===== src/rtl/lightpipe_pkg.sv =====
// Shared lightpipe frame geometry and receiver state encoding.
// Also used by the transmitter, so keep the frame layout here only.
package lightpipe_pkg;

  localparam int FRAME_BITS = 256;
  localparam int SYNC_ZEROS = 10;
  localparam int NUM_CH     = 8;
  localparam int CH_W       = 24;
  localparam int USR_W      = 4;
  localparam int NIB_PER_CH = 6;

  // Payload kept by the receiver: user bits followed by ch1..ch8, separators dropped.
  localparam int STAGE_W   = USR_W + NUM_CH * CH_W;
  localparam int USR_FIRST = SYNC_ZEROS + 1;
  localparam int GRP_FIRST = USR_FIRST + USR_W;
  localparam int GRP_LAST  = GRP_FIRST + 5 * (NUM_CH * NIB_PER_CH - 1);

  typedef enum logic [1:0] {HUNT, DATA, SYNC} lp_state_t;

  function automatic logic is_separator(input logic [7:0] bit_idx);
    int b;
    b = int'(bit_idx);
    return (b >= GRP_FIRST) && (b <= GRP_LAST) && (((b - GRP_FIRST) % 5) == 0);
  endfunction

endpackage


===== src/rtl/lp_nrzi_sampler.sv =====
// Oversampling NRZI bit recovery: synchroniser, edge detect, phase counter
// re-centred on every line transition, and a no-edge watchdog.
module lp_nrzi_sampler #(
  parameter int BIT_PERIOD = 20,
  parameter int SYNC_MIN   = 8
) (
  input  logic hclk,
  input  logic rst,
  input  logic lightpipe,
  output logic bit_vld,
  output logic bit_val,
  output logic edge_timeout
);

  localparam int TIMEOUT = 2 * BIT_PERIOD * SYNC_MIN;
  localparam int PH_W    = $clog2(BIT_PERIOD);
  localparam int IDLE_W  = $clog2(TIMEOUT + 2);
  localparam logic [PH_W-1:0]   PH_LAST    = PH_W'(BIT_PERIOD - 1);
  localparam logic [PH_W-1:0]   PH_MID     = PH_W'(BIT_PERIOD / 2);
  localparam logic [IDLE_W-1:0] IDLE_LIMIT = IDLE_W'(TIMEOUT);

  logic [1:0]        sync_reg;
  logic              prev_reg;
  logic [PH_W-1:0]   phase_reg;
  logic              trans_reg;
  logic [IDLE_W-1:0] idle_reg;
  logic              line_edge;
  logic              sample;

  assign line_edge = sync_reg[1] ^ prev_reg;
  // An edge landing on the sample point re-centres the phase and suppresses that sample.
  assign sample    = !line_edge && (phase_reg == PH_MID);

  always_ff @(posedge hclk or posedge rst) begin
    if (rst) begin
      sync_reg     <= '0;
      prev_reg     <= 1'b0;
      phase_reg    <= '0;
      trans_reg    <= 1'b0;
      idle_reg     <= '0;
      bit_vld      <= 1'b0;
      bit_val      <= 1'b0;
      edge_timeout <= 1'b0;
    end else begin
      sync_reg <= {sync_reg[0], lightpipe};
      prev_reg <= sync_reg[1];

      if (line_edge || phase_reg == PH_LAST) phase_reg <= '0;
      else                                   phase_reg <= phase_reg + 1'b1;

      if (line_edge)   trans_reg <= 1'b1;
      else if (sample) trans_reg <= 1'b0;

      bit_vld <= sample;
      bit_val <= trans_reg;

      // Saturates one past the limit so the timeout fires once per silent stretch.
      edge_timeout <= 1'b0;
      if (line_edge) begin
        idle_reg <= '0;
      end else if (idle_reg <= IDLE_LIMIT) begin
        idle_reg     <= idle_reg + 1'b1;
        edge_timeout <= (idle_reg == IDLE_LIMIT);
      end
    end
  end

endmodule


===== src/rtl/lightpipe_deframer.sv =====
// Lightpipe receiver: frame sync FSM, payload staging and held channel outputs
// on top of the NRZI bit recovery.
module lightpipe_deframer
  import lightpipe_pkg::*;
#(
  parameter int BIT_PERIOD  = 20,
  parameter int SYNC_MIN    = 8,
  parameter int LOCK_FRAMES = 2
) (
  input  logic              hclk,
  input  logic              rst,
  input  logic              lightpipe,
  output logic [CH_W-1:0]   ch1,
  output logic [CH_W-1:0]   ch2,
  output logic [CH_W-1:0]   ch3,
  output logic [CH_W-1:0]   ch4,
  output logic [CH_W-1:0]   ch5,
  output logic [CH_W-1:0]   ch6,
  output logic [CH_W-1:0]   ch7,
  output logic [CH_W-1:0]   ch8,
  output logic [USR_W-1:0]  rx_usr,
  output logic              frame_stb,
  output logic              locked,
  output logic              frame_err
);

  localparam int GOOD_W = $clog2(LOCK_FRAMES + 1);
  localparam logic [GOOD_W-1:0] GOOD_MAX  = GOOD_W'(LOCK_FRAMES);
  localparam logic [3:0]        RUN_MIN   = 4'(SYNC_MIN);
  localparam logic [3:0]        RUN_SYNC  = 4'(SYNC_ZEROS);
  localparam logic [7:0]        LAST_BIT  = 8'(FRAME_BITS - 1);
  localparam logic [7:0]        FIRST_BIT = 8'(USR_FIRST);

  logic bit_vld, bit_val, edge_timeout;

  lp_nrzi_sampler #(
    .BIT_PERIOD (BIT_PERIOD),
    .SYNC_MIN   (SYNC_MIN)
  ) u_sampler (
    .hclk         (hclk),
    .rst          (rst),
    .lightpipe    (lightpipe),
    .bit_vld      (bit_vld),
    .bit_val      (bit_val),
    .edge_timeout (edge_timeout)
  );

  lp_state_t          state_reg, state_next;
  logic [7:0]         bit_cnt_reg, bit_cnt_next;
  logic [3:0]         zero_run_reg, zero_run_next;
  logic [GOOD_W-1:0]  good_cnt_reg, good_cnt_next;
  logic [STAGE_W-1:0] stage_reg, stage_next;
  logic [STAGE_W-1:0] frame_reg;
  logic               locked_next, load, err_next;

  assign {rx_usr, ch1, ch2, ch3, ch4, ch5, ch6, ch7, ch8} = frame_reg;

  always_comb begin
    state_next    = state_reg;
    bit_cnt_next  = bit_cnt_reg;
    zero_run_next = zero_run_reg;
    good_cnt_next = good_cnt_reg;
    stage_next    = stage_reg;
    locked_next   = locked;
    load          = 1'b0;
    err_next      = 1'b0;

    if (edge_timeout) begin
      state_next    = HUNT;
      good_cnt_next = '0;
      locked_next   = 1'b0;
    end else if (bit_vld) begin
      if (bit_val)                  zero_run_next = '0;
      else if (zero_run_reg != 4'hF) zero_run_next = zero_run_reg + 4'd1;

      case (state_reg)
        HUNT: begin
          if (bit_val && zero_run_reg >= RUN_MIN) begin
            state_next   = DATA;
            bit_cnt_next = FIRST_BIT;
          end
        end
        SYNC: begin
          // A gap shortened to SYNC_MIN by transmitter clock drift still counts as sync.
          if (bit_val) begin
            if (zero_run_reg >= RUN_MIN) begin
              state_next   = DATA;
              bit_cnt_next = FIRST_BIT;
            end else begin
              state_next    = HUNT;
              err_next      = 1'b1;
              locked_next   = 1'b0;
              good_cnt_next = '0;
            end
          end else if (zero_run_reg == RUN_SYNC) begin
            state_next = HUNT;
          end
        end
        DATA: begin
          if (bit_cnt_reg == LAST_BIT || is_separator(bit_cnt_reg)) begin
            if (!bit_val) begin
              state_next    = HUNT;
              err_next      = 1'b1;
              locked_next   = 1'b0;
              good_cnt_next = '0;
            end else if (bit_cnt_reg == LAST_BIT) begin
              state_next = SYNC;
              load       = 1'b1;
              if (good_cnt_reg != GOOD_MAX)            good_cnt_next = good_cnt_reg + 1'b1;
              if (good_cnt_reg >= GOOD_MAX - 1'b1)     locked_next   = 1'b1;
            end else begin
              bit_cnt_next = bit_cnt_reg + 8'd1;
            end
          end else begin
            stage_next   = {stage_reg[STAGE_W-2:0], bit_val};
            bit_cnt_next = bit_cnt_reg + 8'd1;
          end
        end
        default: state_next = HUNT;
      endcase
    end
  end

  always_ff @(posedge hclk or posedge rst) begin
    if (rst) begin
      state_reg    <= HUNT;
      bit_cnt_reg  <= '0;
      zero_run_reg <= '0;
      good_cnt_reg <= '0;
      stage_reg    <= '0;
      frame_reg    <= '0;
      frame_stb    <= 1'b0;
      frame_err    <= 1'b0;
      locked       <= 1'b0;
    end else begin
      state_reg    <= state_next;
      bit_cnt_reg  <= bit_cnt_next;
      zero_run_reg <= zero_run_next;
      good_cnt_reg <= good_cnt_next;
      stage_reg    <= stage_next;
      frame_stb    <= load;
      frame_err    <= err_next;
      locked       <= locked_next;
      if (load) frame_reg <= stage_reg;
    end
  end

endmodule


===== config.mk =====
export PLATFORM = sky130hd
export DESIGN_NAME = lightpipe_deframer
export DESIGN_NICKNAME = d
export VERILOG_FILES = /design/src/rtl/lightpipe_pkg.sv /design/src/rtl/lp_nrzi_sampler.sv /design/src/rtl/lightpipe_deframer.sv
export SDC_FILE = /design/constraint.sdc
export NUM_CORES = 1
export LEC_CHECK = 0
export CORE_MARGIN = 2
export CORE_UTILIZATION = 55
export CTS_BUF_LIST = sky130_fd_sc_hd__clkbuf_2 sky130_fd_sc_hd__clkbuf_4 sky130_fd_sc_hd__clkbuf_8
export DETAILED_ROUTE_END_ITERATION = 10
export HOLD_SLACK_MARGIN = 0.12
export MAX_ROUTING_LAYER = met4
export PLACE_DENSITY = 0.78
export SLEW_MARGIN = 20
export SYNTH_ARGS = -nofsm -noshare
export SYNTH_HDL_FRONTEND = slang
export SYNTH_HIERARCHICAL = 1
export SYNTH_SLANG_ARGS = --single-unit
export TNS_END_PERCENT = 20

===== constraint.sdc =====
create_clock -name hclk -period 31.3 [get_ports hclk]
set_clock_uncertainty 0.05 [all_clocks]
set_input_delay 9.39 -clock hclk [delete_from_list [all_inputs] [get_ports hclk]]
set_output_delay 9.39 -clock hclk [all_outputs]
set_load 0.01 [all_outputs]

==> Word level (Yosys, flattened, before mapping) <==
Cells that the tools add are included.
{ "totals": {"register_bits": 432, "wordCells": 132} }
{ "classes": {"addsub": 6, "div_mod_pow": 1, "order_cmp": 5, "eq_ne": 22, "mux": 57, "bitwise_logic": 3, "n_reduce_logical": 21} }
{ "op_table": {"columns": ["cell", "count"], "rows": [
  ["2-to-1 mux 8 bit", 6],
  ["logical NOT 32 bit", 1],
  ["remainder unit 32 x 4 -> 32 bit (second input constant)", 1],
  ["2-to-1 mux 2 bit", 16],
  ["2-to-1 mux 1 bit", 25],
  ["case mux 8 bit (3 select lines)", 1],
  ["2-to-1 mux 9 bit", 2],
  ["inequality test 4 bit (second input constant)", 4],
  ["AND reduction 7 bit", 2],
  ["inequality test 3 x 2 -> 1 bit (second input constant)", 4],
  ["adder 9 x 1 -> 9 bit (second input constant)", 1],
  ["equality test 9 bit (second input constant)", 1],
  ["<= comparator 9 bit (second input constant)", 1],
  ["subtractor 8 x 4 -> 9 bit (second input constant)", 1],
  ["adder 8 x 1 -> 8 bit (second input constant)", 1],
  ["equality test 8 bit (second input constant)", 1],
  ["greater-or-equal comparator 8 x 4 -> 1 bit (second input constant)", 1],
  ["<= comparator 8 bit (second input constant)", 1],
  ["2-to-1 mux 4 bit", 2],
  ["AND reduction 8 bit", 1],
  ["nonzero test 2 bit", 4],
  ["inequality test 2 bit (second input constant)", 3],
  ["case mux 2 bit (3 select lines)", 1],
  ["nonzero test 3 bit", 2],
  ["26 further kinds", 32]
]} }

==> Depth between registers and ports, before layout <==
{ "depth": {"depth_word": 9, "depth_mapped": 29, "ltp_nobuf": 24} }

==> Cells and area by module <==
Netlist, hierarchy kept.
{ "modules_own_cells": {"columns": ["mod", "instances", "cells_each", "area_per_inst_um2", "seq_area_each_um2"], "rows": [
  ["lightpipe_deframer", 1, 1184, 17184.0, 10284.9],
  ["lp_nrzi_sampler", 1, 90, 1074.8, 525.5]
]} }

==> Worst setup path before layout <==
Ideal clock, no wire load.
{ "synth_timing": {"path_kind": "flip-flop to output port", "startpoint": "reg locked", "endpoint": "out locked", "arrival_time_ns": 0.385, "required_time_ns": 21.860, "setup_slack_ns": 21.475, "stages_incl_launch_ff": 1, "n_path_buf": 0, "cell_sequence": "dfrtp_1"} }
{ "synth_lines": {"columns": ["item", "line", "source"], "rows": [
  ["from (decl)", "lightpipe_deframer.sv:23", "output logic locked,"],
  ["from (signal assigned)", "lightpipe_deframer.sv:143", "locked <= locked_next;"]
]} }
No word-level cell between the ends.

==> out/qor.txt <==
Synth area leader = dfrtp_1
Crit start category = input port
# diodes = 0
Placement Rows = 66
Critical path data required time = 31.79 ns
Critical path's largest stage delay = 0.70 ns
Overall power = 0.001076 W
Gate Count Post-Synth = 1,274
RSZ-0062 raised after global routing = no
Number of global-route vias before repair = 11,057
Vias post-DR = 10,979
Number of port buffers = 201
Commonest non-fill, non-tap cell in the layout = dfrtp_1
Global-route wire length before repair = 57,630 um
Final Cell Area = 22,040 um2
Switch Pwr = 0.0002275 W
Initial Util = 55.98%
Tcrit/Tclk final = 35.56%
Yosys warns = 6
Flop-to-flop setup slack = 23.35 ns
Slew Limit Fails = 0
Clock Tree Root = clkbuf_8
Power per cell area = 48.81 nW/um2
Power share of the clock group = 46.2%
Post-synthesis async set-or-reset flop share = 100.0%
Die Height = 186.2 um
Die ar. = 34,670 um2
Post-synthesis cell type count = 90
Final-report hold violation count = 0
Mean Syn Cell Area = 14.33 um2
Yosys reg bits = 432
Max clock buf depth = 3
Area grow syn2layout = 20.72%
Synth Cell Area = 18,260 um2
Worst path bufs/invs = 3
Post-synth top area share = 59.21%
Ys flop type = dfrtp_1
Hold crit path type = reg2reg
CP Class = in2async
Post-Route WL = 34,880 um
VDD IR max = 0.04171 mV
Nets@finish = 1,512
Max Freq = 0.08983 GHz
HPWL Detailed = 21,550 um
Setup bufs post-CTS = 0
Placed Area = 20,540 um2
Clock Latency Late Sink = 0.58 ns
DR vias/cell = 5.548
Sw frac = 21.14%
TritonCTS clock tree = done
Pin count of the biggest net entering global routing = 198
Max-slew headroom = 31.08%
CP Max Fanout = 190
Leakage = 10.73 nW
Gr ovfl total = 0
Slowest library cell on the worst path = inv_8
CP startpoint = rst
Post-synth EDFFs = 0
GRT Util Overall = 21.27%
Hold Startpoint = u_sampler/sync_reg[0]
CTS Sinks = 432
Most frequent cells in the layout = dfrtp_1, mux2_2, clkdlybuf4s50_1
Drt drc = 0
PostCTS Resize Cnt = 0
Routed len/inst = 17.62 um
Register area share after synthesis = 59.21%
Clk slew on worst S/H paths = 0.06 ns
Worst path top cell family by delay = buffers and inverters
Reg2reg start = bit_cnt_reg[0]
Post-Synthesis Net Count = 1,296
Fraction of layout cells with a size suffix above 1 = 32.01%
Critical Path Sink Type = async pin
TritonCTS buffer count = 70
Final count of negative-setup-slack endpoints = 0
Hold-fix buffers at CTS = 0
Sum Neg Setup Slack = 0 ns
Fillers = 2,336
Crit path DAT = 11.62 ns
Combinational Power Share = 1.6%
Maxcap violations = 0
Number of placed I/O pins = 202
Synth top area cells = dfrtp_1, mux2_2, mux2_1
Minimum clock period = 11.13 ns
Iter 0 DRT Violations = 695
CTS H-tree lvls = 3
Final core occ = 67.58%
DIE WIDTH = 186.2 um
Worst-margin pin slew = 1.026 ns
Post-DRT Antenna Nets = 0
Core ar. = 32,620 um2
Routability cong. = 0.8487
Detailed Routing Iterations Pass 1 = 5
Pint = 0.0008484 W
Status = finished clean
Seq pwr share = 52.2%
Cells along the critical path = clkdlybuf4s50_1, inv_8, buf_12
Initial antenna violation count = 0
-- per-layer routing --
layer  wire [um]  GRT usage, %  up-vias
met1       15570         28.31     5561
met5           0             -        -
li1            -             -     5091
met2       16530         32.15      276
met4         658         6.646        0
met3        2122         5.763       51
-- cells in the mapped netlist (5+ instances only) --
cell and number:
o21a_1 5, a21oi_1 30, o311ai_0 5, mux2_2 332, nand2_1 41, o21ai_0 18
buf_2 11, ha_1 19, nand4_1 6, o211ai_1 12, nor2_1 32, or3_1 5
nand3_1 16, dfrtp_1 432, a21o_1 9, nor3_1 12, xnor2_1 10, mux2i_1 7
clkbuf_1 32, a211oi_1 5, nand2b_1 7, inv_1 29, mux2_1 62, xor2_1 5
buf_6 17
-- per-stage QoR --
step,setup slack [ns],hold slack (ns),cells
6_report,20.17,0.3131,1979
3_3_place_gp,19.46,0.2840,1859
5_1_grt,19.88,0.3240,1979
3_5_place_dp,19.46,0.3031,1859
4_1_cts,20.08,0.3171,1978
2_1_floorplan,10.42,0.2812,1274
-- kinds of logic after synthesis --
group,after synthesis,synth area share [%]
adders and majority gates,19,1.302
DFF,432,59.21
AOI/OAI and AO/OA,151,6.373
buffers and inverters,94,2.720
and+or+nand+nor,161,4.920
muxes,402,24.76
xor gates and xnor gates,15,0.7195
-- final timing paths --
path | to | depth (start not counted)
min in group asynchronous | u_sampler/sync_reg[0] | 2
max in group hclk | ch2[6] | 1
hold reg to reg | u_sampler/sync_reg[1] | 0
hold / removal | u_sampler/sync_reg[1] | 0
setup reg to reg | stage_reg[125] | 24
setup / recovery | frame_reg[121] | 3
-- final cells by class --
class	count	area, um2	share of cell area [%]
Sequential cell	432	10810	49.04
Multi-Input combinational cell	748	6979	31.66
Timing Repair Buffer	208	2117	9.604
Clock buffer	110	1408	6.386
Tap cell	442	553.0	2.509
Inverter	30	120.1	0.5449
Clock inverter	9	55.05	0.2498
-- power by group through the flow --
| stage | clock network (W) | registers [W] | logic, W |
|---|---|---|---|
| 2_1_floorplan | 0 | 0.000572 | 0.0000132 |
| 3_3_place_gp | 0 | 0.000572 | 0.0000173 |
| 3_5_place_dp | 0 | 0.000572 | 0.0000178 |
| 4_1_cts | 0.000512 | 0.000562 | 0.0000178 |
| 5_1_grt | 0.000537 | 0.000562 | 0.0000202 |
| 6_report | 0.000497 | 0.000562 | 0.0000169 |
Power figures use the tool's default switching activity.
